<file path="config.mk">
export PLATFORM = sky130hd
export DESIGN_NAME = dht11_scheduler
export DESIGN_NICKNAME = d
export VERILOG_FILES = /design/src/rtl/dht11_pkg.sv /design/src/rtl/dht11_scheduler.sv
export SDC_FILE = /design/constraint.sdc
export NUM_CORES = 1
export LEC_CHECK = 0
export ABC_AREA = 1
export BUFFER_PORTS_ARGS = -buffer_cell sky130_fd_sc_hd__buf_2
export CAP_MARGIN = 20
export CORE_AREA = 2 2 109 111
export CTS_BUF_LIST = sky130_fd_sc_hd__clkbuf_4 sky130_fd_sc_hd__clkbuf_8
export CTS_CLUSTER_DIAMETER = 60
export CTS_CLUSTER_SIZE = 40
export DETAILED_ROUTE_END_ITERATION = 10
export DIE_AREA = 0 0 111 113
export PLACE_DENSITY = 0.76
export SYNTH_ARGS = -nofsm -noshare
export SYNTH_HDL_FRONTEND = slang
export SYNTH_SLANG_ARGS = --single-unit
</file>
<file path="constraint.sdc">
create_clock -name clock -period 2.25 [get_ports clock]
set_clock_uncertainty 0.2 [all_clocks]
set_input_delay 0.45 -clock clock [delete_from_list [all_inputs] [get_ports clock]]
set_output_delay 0.45 -clock clock [all_outputs]
set_load 0.005 [all_outputs]
</file>
<file path="src/rtl/dht11_pkg.sv">
// rtl/dht11_pkg.sv - state encoding and sensor limits for the DHT11 read scheduler
package dht11_pkg;

  // State encoding; OCIOSO must stay 0 so db_estado resets to 0
  typedef enum logic [3:0] {
    OCIOSO  = 4'd0,
    DISPARA = 4'd1,
    GUARDA  = 4'd2,
    AGUARDA = 4'd3,
    ACEITA  = 4'd4,
    FALHOU  = 4'd5
  } estado_t;

  // Integer-byte limits the DHT11 can physically report
  localparam logic [7:0] HUM_MAX  = 8'd100;
  localparam logic [7:0] TEMP_MAX = 8'd60;

  // True when a reading is outside the sensor's physical range
  function automatic logic fora_de_faixa(input logic [15:0] umid, input logic [15:0] temp);
    return (umid[15:8] > HUM_MAX) || (temp[15:8] > TEMP_MAX);
  endfunction

endpackage

</file>
<file path="src/rtl/dht11_scheduler.sv">
// rtl/dht11_scheduler.sv - DHT11 read scheduler; optional range check via DHT_RANGE_CHECK_EN
module dht11_scheduler
  import dht11_pkg::*;
#(
  parameter int unsigned PERIOD_CYCLES  = 100_000_000,
  parameter int unsigned MIN_GAP_CYCLES = 50_000_000,
  parameter int unsigned TIMEOUT_CYCLES = 2_000_000,
  parameter int unsigned MAX_RETRIES    = 3
) (
  input  logic        clock,
  input  logic        reset_n,
  input  logic        habilita,
  input  logic        medir,
  output logic        dht_start,
  input  logic        dht_pronto,
  input  logic        dht_erro,
  input  logic [15:0] dht_temperatura,
  input  logic [15:0] dht_umidade,
  output logic [15:0] temperatura,
  output logic [15:0] umidade,
  output logic        valido,
  output logic        novo_dado,
  output logic        falha,
  output logic [7:0]  contagem_erros,
  output logic        ocupado,
  output logic [3:0]  db_estado
);

  localparam logic [31:0] PERIOD  = 32'(PERIOD_CYCLES);
  localparam logic [31:0] MIN_GAP = 32'(MIN_GAP_CYCLES);
  localparam logic [31:0] TIMEOUT = 32'(TIMEOUT_CYCLES);
  localparam logic [7:0]  MAX_RET = 8'(MAX_RETRIES);

  estado_t     estado;
  logic [31:0] gap;
  logic [31:0] tcount;
  logic [7:0]  retries;
  logic        pending;
  logic        request;
  logic        disparar;
  logic        fora;
  logic        falha_leitura;

  assign request  = medir | pending | (habilita & (gap >= PERIOD));
  assign disparar = (estado == OCIOSO) & request & (gap >= MIN_GAP);

`ifdef DHT_RANGE_CHECK_EN
  assign fora = fora_de_faixa(dht_umidade, dht_temperatura);
`else
  assign fora = 1'b0;
`endif

  // erro wins over pronto; an out-of-range pronto counts as erro
  assign falha_leitura = dht_erro | (dht_pronto & fora) | (tcount == TIMEOUT - 32'd1);

  assign ocupado   = (estado != OCIOSO);
  assign db_estado = estado;

  // Gap counter: includes the start cycle itself, so start-to-start spacing equals the threshold
  always_ff @(posedge clock or negedge reset_n) begin
    if (!reset_n) begin
      gap <= 32'd0;
    end else if (disparar) begin
      gap <= 32'd1;
    end else if (gap < PERIOD) begin
      gap <= gap + 32'd1;
    end
  end

  // Read sequencing FSM with registered outputs
  always_ff @(posedge clock or negedge reset_n) begin
    if (!reset_n) begin
      estado         <= OCIOSO;
      dht_start      <= 1'b0;
      novo_dado      <= 1'b0;
      temperatura    <= 16'd0;
      umidade        <= 16'd0;
      valido         <= 1'b0;
      falha          <= 1'b0;
      contagem_erros <= 8'd0;
      retries        <= 8'd0;
      pending        <= 1'b0;
      tcount         <= 32'd0;
    end else begin
      dht_start <= 1'b0;
      novo_dado <= 1'b0;
      if (medir) pending <= 1'b1;
      case (estado)
        OCIOSO: begin
          if (disparar) begin
            dht_start <= 1'b1;
            estado    <= DISPARA;
          end
        end
        DISPARA: begin
          pending <= medir;
          tcount  <= 32'd0;
          estado  <= GUARDA;
        end
        GUARDA: begin
          estado <= AGUARDA;
        end
        AGUARDA: begin
          tcount <= tcount + 32'd1;
          if (falha_leitura) estado <= FALHOU;
          else if (dht_pronto) estado <= ACEITA;
        end
        ACEITA: begin
          temperatura <= dht_temperatura;
          umidade     <= dht_umidade;
          novo_dado   <= 1'b1;
          valido      <= 1'b1;
          falha       <= 1'b0;
          retries     <= 8'd0;
          estado      <= OCIOSO;
        end
        FALHOU: begin
          if (contagem_erros != 8'hFF) contagem_erros <= contagem_erros + 8'd1;
          if (retries < MAX_RET) begin
            retries <= retries + 8'd1;
            pending <= 1'b1;
          end else begin
            falha   <= 1'b1;
            retries <= 8'd0;
          end
          estado <= OCIOSO;
        end
        default: estado <= OCIOSO;
      endcase
    end
  end

endmodule

</file>
Word level (Yosys, flattened, before mapping)
Cells that the tools add are included.
W data, S select, Z words.
Storage, ports and cells
  input bits: 38
  output and inout bits: 49
  word-level logic and storage cells: 61
  flip-flop bits (word level): 121
Operators by class
  eq/ne operators: 10
  magnitude comparators: 4
  reduce and logical (&&, ||, !) cells: 8
  multiplexer cells: 17
  bitwise gates (word level): 6
  add/subtract/negate cells: 4
Operators with widths (number)
  $add A32 B1 Y32 const B: 2
  $mux W32: 2
  $pmux W32 S2: 1
  $eq A32 B21 Y1 const B: 1
  $ge A32 B26 Y1 const B: 1
  $ge A32 B27 Y1 const B: 1
  $lt A32 B27 Y1 const B: 1
  $add A8 B1 Y8 const B: 2
  $pmux W4 S4: 1
  $pmux W8 S2: 1
  $mux W4: 3
  $eq A4 B2 Y1 const B: 2
  $eq A4 B3 Y1 const B: 2
  $lt A8 B2 Y1 const B: 1
  $mux W8: 1
  $ne A8 B8 Y1 const B: 1
  $mux W1: 6
  $reduce_and A2 Y1: 3
  $reduce_bool A2 Y1: 3
  $eq A4 B1 Y1 const B: 1
  $logic_not A4 Y1: 1
  $ne A2 B2 Y1 const B: 2
  $pmux W1 S2: 2
  $reduce_bool A4 Y1: 1
  3 further kinds: 7

Longest topological paths before layout
Gate-level depths: netlist (run 1).
  word-level depth: 7
  gate-level depth with buffers: 13
  depth with buffers taken out: 13

Worst setup path before layout (run 1)
OpenSTA, ideal clock, no wires.
  path type: register -> register
  from: register tcount[0]
  to: register tcount[26]
  library setup time: 0.122 ns
  clock period less this slack: 1.763 ns
  data arrival time: 1.441 ns
  slack: 0.487 ns
  required time: 1.928 ns
  cell stages (with the launch flop): 9
  path through: dfrtp_1 > ha_1 > nand3_2 > nor2_1 > nand4_2 > nor3_2 > nand3b_1 > nor2_1 > a21oi_1
Between the ends
  word-level cells in the longest chain between the ends: 2
RTL lines
  from (decl): RTL line dht11_scheduler.sv:36  | logic [31:0] tcount;
  from (signal assigned): RTL line dht11_scheduler.sv:104  | tcount <= tcount + 32'd1;
  $add A32 B1 Y32: RTL line dht11_scheduler.sv:104
  $pmux W32 S2: RTL line dht11_scheduler.sv:88  | case (estado)
Every way passes these cells.
A chain may end at the register's enable or synchronous reset.

Worst setup path in the final report (run 1)
  from: register estado[2], in the netlist db_estado[2]
  to: output ocupado
Between the ends
  word-level cells in the longest chain between the ends: 1
RTL lines
  from (decl): RTL line dht11_scheduler.sv:34  | estado_t estado;
  from (signal assigned): RTL line dht11_scheduler.sv:73  | estado <= OCIOSO;
  from (signal assigned): RTL line dht11_scheduler.sv:92  | estado <= DISPARA;
  from (signal assigned): RTL line dht11_scheduler.sv:98  | estado <= GUARDA;
  $reduce_bool A4 Y1: RTL line dht11_scheduler.sv:56  | assign ocupado = (estado != OCIOSO);
  to (decl): RTL line dht11_scheduler.sv:25  | output logic ocupado,
Every way passes these cells.

==> results of run 1 <==
## layout by cell type (no fill, tap or decap), types with 6 or more instances in the layout
cell and n:
buf_4 11, xor2_1 17, xnor2_1 10, a21oi_1 18
nand3_1 43, nor4_1 7, clkbuf_8 17, nand2_1 236
o21ai_0 21, buf_2 84, dlygate4sd3_1 34, nor2_2 8
nand4_1 19, inv_1 85, nand2_2 6, dfrtp_1 120
nor2_1 113, nor3_1 21
## critical path: cells and delay by family (launching register included)
family / cells / cell delay [ns]
simple gates: 2 / 0.28
buf+inv: 3 / 0.33
flops: 1 / 0.43
## per-layer routing
layer	wire length, um	part of all wire (%)	up-vias
met3	799	5.6	39
met4	346	2.4	0
met1	6420	45	2579
met2	6650	47	165
met5	0	0	-
li1	-	-	2764
## repair_timing
action                                 CTS  global route
gates resized for setup                  0             3
endpoints found under the hold margin   58             0
setup endpoints to repair                0            22
hold buffers                            34             0
## kinds of logic (layout without fill, tap and decap cells)
kind of cell,after synthesis,after routing,synth area share (%)
compound gates,54,54,5.03
xor+xnor,27,27,3.85
fa+ha+maj,5,5,1.02
buf+inv,110,255,7.55
flops,120,120,48.8
mux,2,2,0.346
other cells,1,1,0.0610
simple gates,471,471,33.3
## stage by stage
stage          setup WS (ns)  utilization [%]  cell area (um2)
5_1_grt              -0.0290             66.3             7470
6_report               0.110             66.3             7470
3_5_place_dp           0.154             59.9             6750
3_3_place_gp           0.206             59.9             6750
4_1_cts                0.114             66.2             7460
2_1_floorplan          0.487                -             6150
## power by group
| part | total (mW) | switching (mW) | internal (mW) |
|---|---|---|---|
| Combinational | 1.62 | 0.947 | 0.671 |
| Sequential | 2.83 | 0.270 | 2.56 |
| Clock | 1.82 | 0.910 | 0.906 |
| Total | 6.26 | 2.13 | 4.14 |
## flip-flops by register name (all words and copies together) (netlist names)
name and count:
tcount 32, pending 1, gap 32, retries 8, temperatura 16, umidade 16, falha 1, novo_dado 1
db_estado 3, contagem_erros 8, valido 1, dht_start 1
## layout make-up
class	count	area (um2)	area share, %
Clock buffer	19	249	3.33
Timing Repair Buffer	131	883	11.8
Inverter	92	348	4.66
Clock inverter	13	121	1.62
Tap cell	143	179	2.39
Multi-Input combinational cell	560	2690	36.0
Sequential cell	120	3000	40.2
## final timing paths
path / startpoint / end / slack, ns / depth (start not counted)
max reg2reg: gap[17]$_DFFE_PN0P_ / gap[18]$_DFFE_PN0P_ / 0.20 / 11
min: dht_pronto / db_estado[0]$_DFFE_PN0P_ / 0.15 / 4
min in group asynchronous: reset_n / gap[1]$_DFFE_PN0P_ / 0.28 / 2
min reg2reg: temperatura[11]$_DFFE_PN0P_ / temperatura[11]$_DFFE_PN0P_ / 0.28 / 2
max in group asynchronous: reset_n / tcount[4]$_DFFE_PN0P_ / 0.97 / 3
max: db_estado[2]$_DFFE_PN0P_ / ocupado / 0.11 / 5
==> impl_metrics.json, run 1 <==
{
  "tightest_slew_ns": 0.615,
  "cp.arrival_ns": 1.49,
  "post-cts-setup-buffers": 0,
  "grt_pass1_vias": 5511,
  "nFillCells": 938,
  "clk_pin_slew_ns": 0.08,
  "rsz0062_at_grt": "yes",
  "wl_per_cell_um": 13.2,
  "synth_largest_area_cell": "dfrtp_1",
  "met2_usage_pct": 39.2,
  "power_density_nw_per_um2": 838,
  "ir_worst_vdd_mv": 0.684,
  "min_path_type": "in2reg",
  "slew_headroom_pct": 58.7,
  "ys_async_sr_fraction_pct": 100,
  "setup_violations": 0,
  "num_rows": 39,
  "yosys_warnings": 0,
  "cp_slowest_cell": "dfrtp_1",
  "place_inst": 1012,
  "grt_use_met1_pct": 31.0,
  "hold_ws_ns": 0.151,
  "path_max_fanout": 6,
  "initial_utilization_pct": 54.6,
  "leakagePower_nw": 3.70,
  "pin_count": 87,
  "ys_types": 43,
  "viasPerCell": 5.15,
  "drt_iter0_markers": 459,
  "cts_buffers": 17,
  "synth_most_common_cell": "nand2_1",
  "fp.coreArea_um2": 11300,
  "grt.met3_usage_pct": 6.53,
  "die-area_um2": 12500,
  "drc": 0,
  "synth_edf_count": 0,
  "path_class": "reg2out",
  "maxCapViolations": 0,
  "cts_tree": "yes",
  "synth.cell_area_um2": 6150,
  "dp_hpwl_mm": 9.43,
  "synth_area_leaders": "dfrtp_1, nand2_1, nor2_1",
  "status": "finished, final reports clean",
  "cp-start-kind": "flip-flop",
  "place_congestion": 0.916,
  "finalPower_mw": 6.26,
  "area_growth_pct": 21.5,
  "syn_area_per_cell_um2": 7.78,
  "drt_wl_total_mm": 14.2,
  "cts-root-buf": "clkbuf_8",
  "synthTopCellsByCount": "nand2_1, dfrtp_1, nor2_1, inv_1, nand3_1",
  "ant_nets": 0,
  "dr.pass1.iters": 5,
  "grt_pass1_wl_mm": 24.7,
  "final_cells": 1078,
  "synthCells": 790,
  "ys.flop_type": "dfrtp_1",
  "portBuffers": 85,
  "final_layout_size_suffix_gt1_share_pct": 17.6,
  "grt_max_degree": 47,
  "final_nets": 965,
  "cpPeakStageDelay_ns": 0.43,
  "fin_tns_setup_ns": 0,
  "die_h_um": 113,
  "clk_latency_ns": 0.45,
  "hold_violations": 0,
  "fin_crit_sh_pct": 95.1,
  "crit_chain": "nor2_1 -> inv_1 -> nor2_1 -> inv_1 -> buf_2",
  "grt_use_total_pct": 24.1,
  "critPathRequiredTime_ns": 1.60,
  "cts_sinks": 120,
  "syn_nets": 833,
  "num_vias": 5547,
  "fp.dieW_um": 111,
  "grt.busiest_layer": "met2",
  "period_needed_ns": 2.14,
  "fmax_mhz": 467,
  "ys_seq_area_share_pct": 48.8,
  "htreeDepth": 4,
  "cts_max_path_buffers": 2,
  "end_kind": "output port",
  "antenna_found_initial": 0,
  "slew_violations": 0,
  "ys_seq_elements": 120,
  "overflow": 0,
  "synth_top_area_share_pct": 48.8,
  "diodes": 0
}
Note: power is estimated with default switching activity, not from simulation.
==> run 2: changes to the inputs <==
CORE_AREA = 2 2 105 107   (was 2 2 109 111)
DIE_AREA = 0 0 107 109   (was 0 0 111 113)
PLACE_DENSITY = 0.81   (was 0.76)
==> run 2 against run 1 <==
  * Sequential power hardly changed
  * Total power is 4.5% higher
  * Maximum frequency is 2.2% higher
  * Wire length is 1.7% higher
  * Critical path type unchanged
==> impl_metrics.json, run 2 (synthesized netlist as in run 1, its figures left out) <==
{
  "reg2regPathDepth": 8,
  "place_congestion": 0.911,
  "initial_utilization_pct": 58.0,
  "multi_input_area_um2": 2690,
  "setup_violations": 0,
  "final_cells": 1076,
  "antenna_found_initial": 0,
  "cts_max_path_buffers": 2,
  "power_density_nw_per_um2": 870,
  "area_growth_pct": 22.4,
  "cts_sinks": 120,
  "rsz0062_at_grt": "no",
  "fp.coreArea_um2": 10600,
  "period_needed_ns": 2.09,
  "grt_pass1_vias": 5440,
  "num_vias": 5551,
  "status": "finished, final reports clean",
  "clk_pin_slew_ns": 0.08,
  "hold_violations": 0,
  "fmax_mhz": 478,
  "critPathRequiredTime_ns": 1.60,
  "num_rows": 38,
  "viasPerCell": 5.16,
  "portBuffers": 85,
  "htreeDepth": 4,
  "place_inst": 1010,
  "design_area_um2": 7530,
  "pin_count": 87,
  "drt_iter0_markers": 275,
  "cts_buffers": 17,
  "end_kind": "output port",
  "grt_pass1_wl_mm": 24.6,
  "fin_crit_sh_pct": 93.1,
  "leakagePower_nw": 3.72,
  "layout_common_cells": "nand2_1, dfrtp_1, nor2_1",
  "min_path_type": "in2reg",
  "biggestRegsByFlops": "gap: 32 flops, tcount: 32 flops",
  "cp-start-kind": "flip-flop",
  "ant_nets": 0,
  "final_nets": 966,
  "ff_latch_area_um2": 3000,
  "maxCapViolations": 0,
  "cts_tree": "yes",
  "grt_max_degree": 61,
  "hold_path_end": "db_estado[0]$_DFFE_PN0P_",
  "dp_hpwl_mm": 9.76,
  "overflow": 0,
  "reg2reg_from": "tcount[0]$_DFFE_PN0P_",
  "cts-root-buf": "clkbuf_8",
  "drt_wl_total_mm": 14.5,
  "final_common_cell": "nand2_1",
  "path_class": "reg2out",
  "die_h_um": 109,
  "die-area_um2": 11700,
  "min_path_cells": 4,
  "place_area_um2": 6760,
  "wl_per_cell_um": 13.4,
  "drc": 0,
  "grt_use_total_pct": 26.9,
  "final_layout_size_suffix_gt1_share_pct": 17.8,
  "path_max_fanout": 5,
  "dr.pass1.iters": 5,
  "min_from": "dht_pronto",
  "fp.dieW_um": 107,
  "diodes": 0,
  "slew_violations": 0,
  "fin_tns_setup_ns": 0,
  "cp.arrival_ns": 1.44,
  "nFillCells": 789,
  "ff2ff_setup_slack_ns": 0.23,
  "ir_worst_vdd_mv": 0.711,
  "clk_latency_ns": 0.45,
  "reg2reg_to": "tcount[24]$_DFFE_PN0P_"
}
[run 2: changes by cell type in the layout (fill, tap and decap cells not counted), sizes merged]
cell      delta
inv          -3
clkinv       -3
clkbuf       +2
bufinv       +2
clkinvlp     +2
buf          +1
[run 2: worst max-delay path by stage]
| stage | start | endpoint | slack (ns) | depth (start not counted) |
|---|---|---|---|---|
| 2_1_floorplan | tcount[0]$_DFFE_PN0P_ | tcount[26]$_DFFE_PN0P_ | 0.49 | 8 |
| 3_3_place_gp | tcount[0]$_DFFE_PN0P_ | tcount[26]$_DFFE_PN0P_ | 0.26 | 8 |
| 3_5_place_dp | gap[25]$_DFFE_PN0P_ | gap[5]$_DFFE_PN0P_ | 0.25 | 12 |
| 4_1_cts | db_estado[0]$_DFFE_PN0P_ | ocupado | 0.09 | 5 |
| 5_1_grt | db_estado[0]$_DFFE_PN0P_ | ocupado | 0.02 | 5 |
| 6_report | db_estado[0]$_DFFE_PN0P_ | ocupado | 0.16 | 5 |
[run 2: cell type report]
| cell class | instances | share of cell area (%) |
|---|---|---|
| clock buffers | 21 | 3.59 |
| well taps | 140 | 2.33 |
| flip-flops and latches | 120 | 39.9 |
| repair buffers | 132 | 11.8 |
| inverters | 92 | 4.62 |
| multi-input cells | 560 | 35.8 |
| clock inverters | 11 | 1.96 |
[run 2: metrics by stage]
| step | util (%) | hold WS, ns | worst slack, ns | total power, mW |
|---|---|---|---|---|
| 2_1_floorplan | - | -0.0456 | 0.487 | 3.63 |
| 3_3_place_gp | 63.7 | 0.203 | 0.257 | 4.37 |
| 3_5_place_dp | 63.7 | 0.200 | 0.246 | 4.42 |
| 4_1_cts | 70.9 | 0.139 | 0.0947 | 6.52 |
| 5_1_grt | 71.0 | 0.166 | 0.0181 | 6.91 |
| 6_report | 71.0 | 0.166 | 0.156 | 6.55 |
[run 2: critical path, cell delays in order, from the launching register on]
cell     delay, ns
dfrtp_1       0.44
nor2_1        0.13
inv_1         0.09
nor2_2        0.11
inv_1         0.10
buf_2         0.14
[run 2: what timing repair did]
action | in CTS | in global routing
resized for setup | 0 | 4
setup buffers | 0 | 0
endpoints found under the hold margin | 59 | 0
endpoints found under the setup margin | 0 | 19
hold buffers | 34 | 0
[run 2: layer usage]
layer | GRT usage, % | routed length (um)
met1 | 34.0 | 6230
met3 | 6.99 | 877
met5 | 0 | 0
met4 | 11.0 | 265
met2 | 44.4 | 7090
[run 2: where the power goes]
| group | switching, mW | leakage [nW] | internal, mW |
|---|---|---|---|
| Combinational | 0.965 | 1.93 | 0.691 |
| Sequential | 0.279 | 1.58 | 2.56 |
| Clock | 0.892 | 0.203 | 1.16 |
| Total | 2.14 | 3.72 | 4.41 |
